$ cat config.mk
export PLATFORM = sky130hd
export DESIGN_NAME = sew_result_unpacker
export DESIGN_NICKNAME = d
export VERILOG_FILES = /design/src/rtl/sew_result_unpacker.sv
export SDC_FILE = /design/constraint.sdc
export NUM_CORES = 1
export LEC_CHECK = 0
export BUFFER_PORTS_ARGS = -buffer_cell sky130_fd_sc_hd__buf_2
export CORE_ASPECT_RATIO = 1.2
export CORE_MARGIN = 2
export CORE_UTILIZATION = 50
export CTS_BUF_LIST = sky130_fd_sc_hd__clkbuf_8
export DETAILED_ROUTE_END_ITERATION = 6
export GPL_ROUTABILITY_DRIVEN = 0
export PLACE_DENSITY = 0.85
export SLEW_MARGIN = 25
export SYNTH_ARGS = -nofsm -noshare
export SYNTH_HDL_FRONTEND = slang
export SYNTH_SLANG_ARGS = --single-unit
$ cat constraint.sdc
create_clock -name clk -period 2.2 [get_ports clk]
set_input_delay 0.44 -clock clk [delete_from_list [all_inputs] [get_ports clk]]
set_output_delay 0.44 -clock clk [all_outputs]
set_load 0.02 [all_outputs]
$ cat src/rtl/sew_result_unpacker.sv
// Multiplier write-back unpacker: turns one 64-bit product vector into 32-bit
// VRF register beats. It extracts the low or high half of each element
// product, or emits the full widened result as two beats.
//
// Ports:
//   clk, rst_n          clock, async active-low reset
//   flush               synchronous abort of the held result
//   sew, mode           element width / result kind, sampled on accept
//   in_valid, in_ready  product handshake
//   prod_in             product vector
//   out_valid, out_ready, out_data, out_last   beat handshake
//   err                 one-cycle pulse after an illegal sew/mode is accepted
//   beat_cnt            saturating beat counter, only with SEW_UNPACK_PERF_CNT_EN
module sew_result_unpacker #(
  parameter int REG_WIDTH  = 32,
  parameter int PROD_WIDTH = 64
) (
  input  logic                  clk,
  input  logic                  rst_n,
  input  logic                  flush,
  input  logic [1:0]            sew,
  input  logic [1:0]            mode,
  input  logic                  in_valid,
  output logic                  in_ready,
  input  logic [PROD_WIDTH-1:0] prod_in,
  output logic                  out_valid,
  input  logic                  out_ready,
  output logic [REG_WIDTH-1:0]  out_data,
  output logic                  out_last,
  output logic                  err
`ifdef SEW_UNPACK_PERF_CNT_EN
  ,
  output logic [15:0]           beat_cnt
`endif
);

  typedef enum logic [1:0] {
    IDLE,
    SINGLE,
    WIDE0,
    WIDE1
  } state_t;

  state_t      state;
  logic [31:0] hold_hi;
  logic        accept;
  logic        illegal;
  logic        widen;
  logic [31:0] lo_res;
  logic [31:0] hi_res;
  logic [31:0] single_res;

  // A new product may enter while the last beat of the previous one leaves.
  assign in_ready = (state == IDLE) | (out_valid & out_ready & out_last);
  assign accept   = in_valid & in_ready;
  assign illegal  = (sew == 2'b11) | (mode == 2'b11);
  assign widen    = (mode == 2'b10) & ~illegal;

  always_comb begin
    lo_res = '0;
    hi_res = '0;
    unique case (1'b1)
      (sew == 2'b00): begin
        for (int i = 0; i < 4; i++) begin
          lo_res[8*i +: 8] = prod_in[16*i +: 8];
          hi_res[8*i +: 8] = prod_in[16*i+8 +: 8];
        end
      end
      (sew == 2'b01): begin
        for (int i = 0; i < 2; i++) begin
          lo_res[16*i +: 16] = prod_in[32*i +: 16];
          hi_res[16*i +: 16] = prod_in[32*i+16 +: 16];
        end
      end
      (sew == 2'b10): begin
        lo_res = prod_in[31:0];
        hi_res = prod_in[63:32];
      end
      default: ;
    endcase
  end

  always_comb begin
    single_res = lo_res;
    if (illegal)
      single_res = '0;
    else if (mode == 2'b01)
      single_res = hi_res;
  end

  always_ff @(posedge clk or negedge rst_n) begin
    if (!rst_n) begin
      state     <= IDLE;
      out_valid <= 1'b0;
      out_data  <= '0;
      out_last  <= 1'b0;
      err       <= 1'b0;
      hold_hi   <= '0;
    end else begin
      err <= 1'b0;
      if (flush) begin
        state     <= IDLE;
        out_valid <= 1'b0;
        out_data  <= '0;
        out_last  <= 1'b0;
        hold_hi   <= '0;
      end else if (accept) begin
        out_valid <= 1'b1;
        err       <= illegal;
        if (widen) begin
          state    <= WIDE0;
          out_data <= prod_in[31:0];
          hold_hi  <= prod_in[63:32];
          out_last <= 1'b0;
        end else begin
          state    <= SINGLE;
          out_data <= single_res;
          out_last <= 1'b1;
        end
      end else if (out_valid & out_ready) begin
        if (state == WIDE0) begin
          state    <= WIDE1;
          out_data <= hold_hi;
          out_last <= 1'b1;
        end else begin
          state     <= IDLE;
          out_valid <= 1'b0;
          out_data  <= '0;
          out_last  <= 1'b0;
        end
      end
    end
  end

`ifdef SEW_UNPACK_PERF_CNT_EN
  always_ff @(posedge clk or negedge rst_n) begin
    if (!rst_n)
      beat_cnt <= '0;
    else if (out_valid & out_ready & (beat_cnt != 16'hFFFF))
      beat_cnt <= beat_cnt + 16'd1;
  end
`endif

endmodule

; ---- Word-level counts from Yosys, hierarchy flattened
; Index checks and enable logic that the tools add are counted.
[classes]
n_eq_ne = 8
muxes = 28
bitwise_logic = 7
reduce_logical = 7
[ops]
columns = op, n
row1 = $mux W32, 10
row2 = $pmux W32 S3, 2
row3 = $mux W1, 11
row4 = $eq A2 B2 Y1 const B, 5
row5 = $mux W2, 5
row6 = $and A1 B1 Y1, 4
row7 = $eq A2 B1 Y1 const B, 2
row8 = $logic_not A2 Y1, 2
row9 = $reduce_and A2 Y1, 2
row10 = $reduce_bool A2 Y1, 2
row11 = $ne A3 B3 Y1 const B, 1
row12 = $reduce_bool A3 Y1, 1
row13 = $or A1 B1 Y1, 2
row14 = $not A1 Y1, 1
[totals]
register_bits = 69
in_bits = 73

; ---- Logic depth before layout (Yosys ltp)
; Gate-level depths: netlist of the first run.
[depth]
word_depth = 7
mapped_depth = 7

; ---- Worst setup path before layout of the first run
; OpenSTA, ideal clock, no wires.
[synth_path]
kind = reg-to-reg
start = reg state[0]
end = reg out_data[25]
arrival_time_ns = 1.882
path_slack_ns = 0.231
path_stages_with_launch = 8
path_buffers = 3
path_cell_list = dfrtp_1 buf_2 or3b_1 buf_4 a221oi_4 buf_6 o221ai_1 a211oi_2
[synth_via]
elab_chain_len = 5
elab_cells_between_ends = 9
cone_classes = eq/ne: 1 / mux: 4 / bitwise: 2 / reduce/logical: 2
[synth_lines]
columns = item, line_no
row1 = "start, declared", 44  ; state_t state;
row2 = "start signal, assigned", 93  ; state <= IDLE;
row3 = "start signal, assigned", 102  ; state <= IDLE;
row4 = "start signal, assigned", 111  ; state <= WIDE0;
row5 = $eq A2 B2 Y1 or $logic_not A2 Y1 (tied branches), "121, 54"
row6 = $mux W32 or $or A1 B1 Y1 (tied branches), "121, 54"
row7 = $mux W32 or $and A1 B1 Y1 (tied branches), "120, 55"
row8 = $mux W32, 107  ; end else if (accept) begin
row9 = $mux W32, 101  ; if (flush) begin
row10 = "end signal, assigned", 112  ; out_data <= prod_in[31:0];
row11 = "end signal, assigned", 117  ; out_data <= single_res;
row12 = "end signal, assigned", 123  ; out_data <= hold_hi;
row13 = "end, declared", 28  ; output logic [REG_WIDTH-1:0] out_data,
; Parallel ways exist; a longest one is shown, timed or not. The select of a mux whose other input is x is not followed.
; A chain may end at the register's enable or synchronous reset.

; ---- Worst setup path in the final report of the first run
[layout_path]
start = reg state[0]
end = reg out_data[6]
; The elaborated chain is that of the path after synthesis.

==> impl_results.md, run 1 <==
- Post-DP HPWL: 9774 um
- First drt pass iteration count: 5
- H-tree Lvls: 3
- #FFs+latches synth: 68
- Num CTS Buffers: 9
- Clock-pin slew of the registers on the worst-case setup and hold paths: 0.07 ns
- Height of the die: 107.3 um
- Power Dens Cells: 574.3 nW/um^2
- Share of final-layout standard cells stronger than drive strength 1: 0.2597
- Final cycle utilization of the critical path: 0.9318
- Seq/Total Area, Yosys: 0.3831
- Synthesized netlist cell count: 517
- Post-CTS Hold Fix Bufs: 0
- Count of boundary I/O pins: 109
- Critical path type: flop to flop
- Synth warnings: 0
- Post-route DRC: 0
- Setup slack of the most critical reg-to-reg path: 0.15 ns
- Root Buffer: clkbuf_8
- Initial core utilization: 0.5158
- TritonCTS sink count: 68
- Nature of the critical path startpoint: flop
- Arrival @ worst endpoint: 2.32 ns
- Floorplan row count: 37
- Clock tree from TritonCTS: built
- Min-Delay Path Class: primary input to async pin
- Number of global-route vias before repair: 4535
- Die span in x: 90.04 um
- # Post-CTS Setup Buffers: 0
- Worst Skew: 0.01042 ns
- Most numerous cell on the critical path: buf_4
- Wire length of the first global-routing pass: 23170 um
- Global-route congestion overflow total: 0
- Average footprint of a synthesized cell: 8.591 um^2
- Length in cells of the worst reg-to-reg path: 6
- Number of distinct library cells after synthesis: 41
- Syn_nets: 590
- Number of pins with negative max-slew slack in the final report: 0
- Worst-path cell chain: buf_4 -> nand4_1 -> buf_4 -> a21oi_1 -> nand2_1 -> o22ai_1
- Avg WL per Cell: 19.94 um
- Placed inst area: 5177 um^2
- Most frequent cells in the layout: 108 x buf_2, 97 x nand2_1, 68 x dfrtp_1, 44 x a21oi_1, 41 x mux2i_1
- Setup Viol. Count Final: 0
- IO Port Bufs: 108
- Final hold slack: 0.07338 ns
- CP Max Fanout: 8
- Slew margin rel.: 0.4633
- Number of antenna violations at the first check in global routing: 0
- Total number of vias: 4781
- Number of routed nets with antenna violations: 0
- Summed area of non-filler cells in the final layout: 5345 um^2
- Placeable core area: 8611 um^2
- Type of element capturing the critical path: flop
- RR Endpoint: out_data[6]
- Run status: finished clean
- Async set-or-reset flop fraction in the synthesized netlist: 1.000
- Total of cells resized after clock tree synthesis: 0
- Area growth from synthesis to layout: 20.34%
- LEAKAGE: 0.002406 uW
- Leading register cell type out of synthesis: dfrtp_1
- Total Wirelength: 14610 um
- Shortest clock period the worst path allows after layout: 2.050 ns
- Drt initial violations: 596
- Slowest library cell on the worst path: dfrtp_1
- Maximum number of pins on one net before global-route repair: 71
- Number of flops mapped to enable cells by yosys: 0
- Max-Cap Viols: 0
- Origin of the critical flop-to-flop path: state[0]
- Setup repair after global routing missed its margin: no
- Die Outline Area: 9657 um^2
- Layout Nets: 684
- # diodes: 0
- FILL cells: 729
- Via density per instance: 6.523
- Slew at the pin with the worst max-slew slack: 0.8015 ns
- Latest clock arrival within the worst-skew pair: 0.37 ns
- Post-synthesis instance area: 4442 um^2
- Most common library cell in the layout ignoring fill and taps: buf_2
- Setup TNS Final: 0 ns
- Peak Freq: 487.8 MHz
- Delay of the slowest cell on the worst path: 0.43 ns
- Critical path required time: 2.47 ns
- Clock tree buffer depth: 2
- Final hold viol count: 0
- GR Util All Layers: 0.3029
- Largest voltage drop on the vdd net: 0.3134 mV
## worst max path at each step
stage              from      endpoint  slack (ns)  cells after the start
2_1_floorplan  state[0]  out_data[25]        0.23                      7
3_3_place_gp   in_valid  out_data[30]        0.12                      6
3_5_place_dp   in_valid  out_data[30]        0.09                      6
4_1_cts        state[0]   out_data[6]        0.20                      6
5_1_grt        state[0]  out_data[30]        0.05                      6
6_report       state[0]   out_data[6]        0.15                      6
## per-stage QoR
step	total power, uW	instances	setup WS [ns]	utilization
floorplan	1824	517	0.2308	-
global placement	2136	717	0.1195	0.6010
detailed placement	2158	717	0.08801	0.6013
CTS	3048	733	0.1964	0.6202
global route	3183	733	0.04689	0.6208
finish	3070	733	0.1501	0.6208
## state kept, by name (all words and copies together), names as in the netlist
register,count
err,1
out_data,32
hold_hi,32
state,2
out_valid,1
## final cells by class
class                           instances  area (um^2)  share of cell area
Clock inverter                          6        25.02            0.004682
Tap cell                              117        146.4             0.02739
Multi-Input combinational cell        392         2514              0.4703
Inverter                                6        22.52            0.004213
Sequential cell                        68         1702              0.3184
Timing Repair Buffer                  134        798.3              0.1493
Clock buffer                           10        137.6             0.02575
## cells in the mapped netlist (all sizes together), types with 6 or more instances
cell type	n	share of area
nand2	97	0.082
dfrtp	68	0.38
a21oi	44	0.050
mux2i	41	0.092
clkbuf	33	0.028
nand3b	31	0.052
nand4	29	0.041
o21ai	25	0.028
buf	18	0.024
nor2	18	0.015
a221o	16	0.036
nand3	16	0.018
o211ai	16	0.027
a211oi	9	0.024
o22ai	9	0.013
a221oi	8	0.020
o221ai	7	0.014
inv	6	0.0051
## kinds of logic after synthesis
kind of cell,after synthesis,share of synthesized area
buffers and inverters,57,0.05662
AO/OA/AOI/OAI,146,0.2383
multiplexers,41,0.09239
flip-flops,68,0.3831
AND/OR/NAND/NOR,205,0.2296
## worst max-delay path: cells and delay by family (launching register included)
| kind | cells | cell delay, ns |
|---|---|---|
| AND/OR/NAND/NOR | 2 | 0.60 |
| AO/OA/AOI/OAI | 2 | 0.49 |
| buffers and inverters | 2 | 0.43 |
| flip-flops | 1 | 0.43 |
## metal layers
metal	share of wire	routed length (um)	GRT usage
met4	0.046	671	0.1648
met5	0	0	0
met1	0.38	5617	0.3887
met3	0.095	1388	0.06022
met2	0.47	6935	0.4844
## where the power goes
group          switching [uW]  internal (uW)
Sequential               44.9           1320
Clock                     494            420
Combinational             502            293
Total                    1040           2030
(Power assumes the default switching activity.)
==> inputs of run 2 (changes only) <==
==> constraint.sdc (replaced) <==
create_clock -name clk -period 2.2 [get_ports clk]
set_input_delay 0.22 -clock clk [delete_from_list [all_inputs] [get_ports clk]]
set_output_delay 0.22 -clock clk [all_outputs]
set_load 0.02 [all_outputs]
==> impl_results.md, run 2 (synthesis gave the netlist of run 1 again) <==
- Run status: finished clean
- Global-route congestion overflow total: 0
- Clock tree from TritonCTS: built
- Endpoint with the worst hold slack: hold_hi[26]
- Total Wirelength: 14720 um
- Biggest regs: hold_hi: 32 flops, out_data: 32 flops, state: 2 flops
- RR Endpoint: out_data[7]
- Setup repair after global routing missed its margin: no
- Type of element capturing the critical path: flop
- Peak Freq: 483.3 MHz
- Maximum number of pins on one net before global-route repair: 69
- # diodes: 0
- Post-DP HPWL: 10070 um
- Number of antenna violations at the first check in global routing: 0
- GR Util All Layers: 0.3027
- H-tree Lvls: 3
- Final standard cell utilization of the core: 0.6205
- IO Port Bufs: 108
- Latest clock arrival within the worst-skew pair: 0.35 ns
- Floorplan row count: 37
- LEAKAGE: 0.002399 uW
- Area growth from synthesis to layout: 20.28%
- Max-Cap Viols: 0
- Most frequent cells in the layout: 108 x buf_2, 97 x nand2_1, 68 x dfrtp_1, 44 x a21oi_1, 41 x mux2i_1
- Avg WL per Cell: 20.09 um
- Setup TNS Final: 0 ns
- Setup slack of the most critical reg-to-reg path: 0.13 ns
- Highest signal layer in the routed design: met4
- Gate family responsible for the most delay along the worst path: simple AND/OR/NAND/NOR gates
- Slew at the pin with the worst max-slew slack: 0.9398 ns
- Nature of the critical path startpoint: flop
- Num CTS Buffers: 9
- CP Max Fanout: 21
- Height of the die: 107.3 um
- CP Buf/Inv Count: 1
- Power Dens Cells: 589.7 nW/um^2
- Root Buffer: clkbuf_8
- Routed metal-1 wirelength: 5626 um
- Layout Nets: 687
- Origin of the critical flop-to-flop path: out_valid
- Share of final-layout standard cells stronger than drive strength 1: 0.2646
- Clock tree buffer depth: 2
- Clock-pin slew of the registers on the worst-case setup and hold paths: 0.07 ns
- TritonCTS sink count: 68
- Critical path type: flop to flop
- Worst Skew: 0.005643 ns
- Summed area of non-filler cells in the final layout: 5343 um^2
- Via density per instance: 6.486
- Total number of vias: 4754
- Number of stages on the worst hold path: 3
- First drt pass iteration count: 5
- Post-route DRC: 0
- Die Outline Area: 9657 um^2
- Die span in x: 90.04 um
- Detailed-routed wire length on met2: 6903 um
- Count of boundary I/O pins: 109
- Largest voltage drop on the vdd net: 0.3122 mV
- Number of global-route vias before repair: 4505
- Placeable core area: 8611 um^2
- # Post-CTS Setup Buffers: 0
- Drt initial violations: 508
- Most common library cell in the layout ignoring fill and taps: buf_2
- Delay of the slowest cell on the worst path: 0.72 ns
- Arrival @ worst endpoint: 2.33 ns
- Wire length of the first global-routing pass: 23320 um
- Length in cells of the worst reg-to-reg path: 5
- Critical path required time: 2.46 ns
- Number of routed nets with antenna violations: 0
- Worst-path cell chain: a21o_1 -> nor2_2 -> buf_4 -> a21oi_1 -> o22ai_1
- Initial core utilization: 0.5158
- Final hold viol count: 0
- Min-Delay Path Class: primary input to flop
- Met3 wirelength from detailed routing: 1560 um
- Startpoint of the tightest hold check path: prod_in[58]
- Placed inst area: 5152 um^2
- Slowest library cell on the worst path: nor2_2
- Shortest clock period the worst path allows after layout: 2.069 ns
- Slew margin rel.: 0.3728
- Final cycle utilization of the critical path: 0.9406
- Critical Path Stages: 5
- Number of pins with negative max-slew slack in the final report: 0
- Setup Viol. Count Final: 0
-- run 2: cell types whose count changed in the layout (fill, tap and decap cells not counted) --
cell           change
inv_1              -4
nor2_2             +1
nor2_4             -1
bufinv_16          +1
buf_4              +5
buf_12             -3
dlygate4sd3_1      +1
-- run 2: where the power goes --
| group | internal (uW) | switching (uW) | leakage [uW] |
|---|---|---|---|
| sequential | 1320 | 42.7 | 0.000925 |
| combinational | 286 | 504 | 0.00138 |
| clock | 532 | 469 | 0.0000939 |
| total | 2130 | 1020 | 0.00240 |
-- run 2: area by class of cell --
type                    instances  area, um^2
fillers                       760        3268
multi-input cells             392        2509
flip-flops and latches         68        1702
repair buffers                137       785.8
well taps                     117       146.4
clock buffers                  10       137.6
clock inverters                 3       40.04
inverters                       6       22.52
-- run 2: timing repair --
| action | CTS | global route |
|---|---|---|
| hold endpoints to repair | 68 | 0 |
| gates resized for setup | 0 | 0 |
| hold buffers | 1 | 0 |
-- run 2: stage by stage --
| step | power [uW] | hold WS [ns] | std cells | worst slack (ns) |
|---|---|---|---|---|
| final | 3150 | 0.1079 | 733 | 0.1308 |
| after global routing | 3276 | 0.1310 | 733 | 0.001879 |
| after CTS | 3134 | 0.1062 | 733 | 0.2123 |
| after detailed placement | 2152 | 0.2787 | 719 | 0.2411 |
| after global placement | 2130 | 0.2713 | 719 | 0.3230 |
| after floorplan | 1824 | -0.07559 | 517 | 0.2308 |
-- run 2: routing by layer --
metal,vias to the layer above,track usage
met5,-,0
met4,0,0.1418
met3,65,0.05952
met2,337,0.4909
met1,2246,0.3925
li1,2106,-
-- run 2: how the worst max path moves through the flow --
| stage | slack (ns) | to | startpoint |
|---|---|---|---|
| 3_5_place_dp | 0.24 | out_data[7] | out_valid |
| 6_report | 0.13 | out_data[7] | out_valid |
| 4_1_cts | 0.21 | out_data[7] | out_valid |
| 3_3_place_gp | 0.32 | out_data[4] | out_valid |
| 2_1_floorplan | 0.23 | out_data[25] | state[0] |
| 5_1_grt | 0.002 | out_data[7] | out_valid |
-- run 2: worst min-delay path: stages --
cell	delay, ns
buf_2	0.11
nand2_1	0.05
a21oi_1	0.05
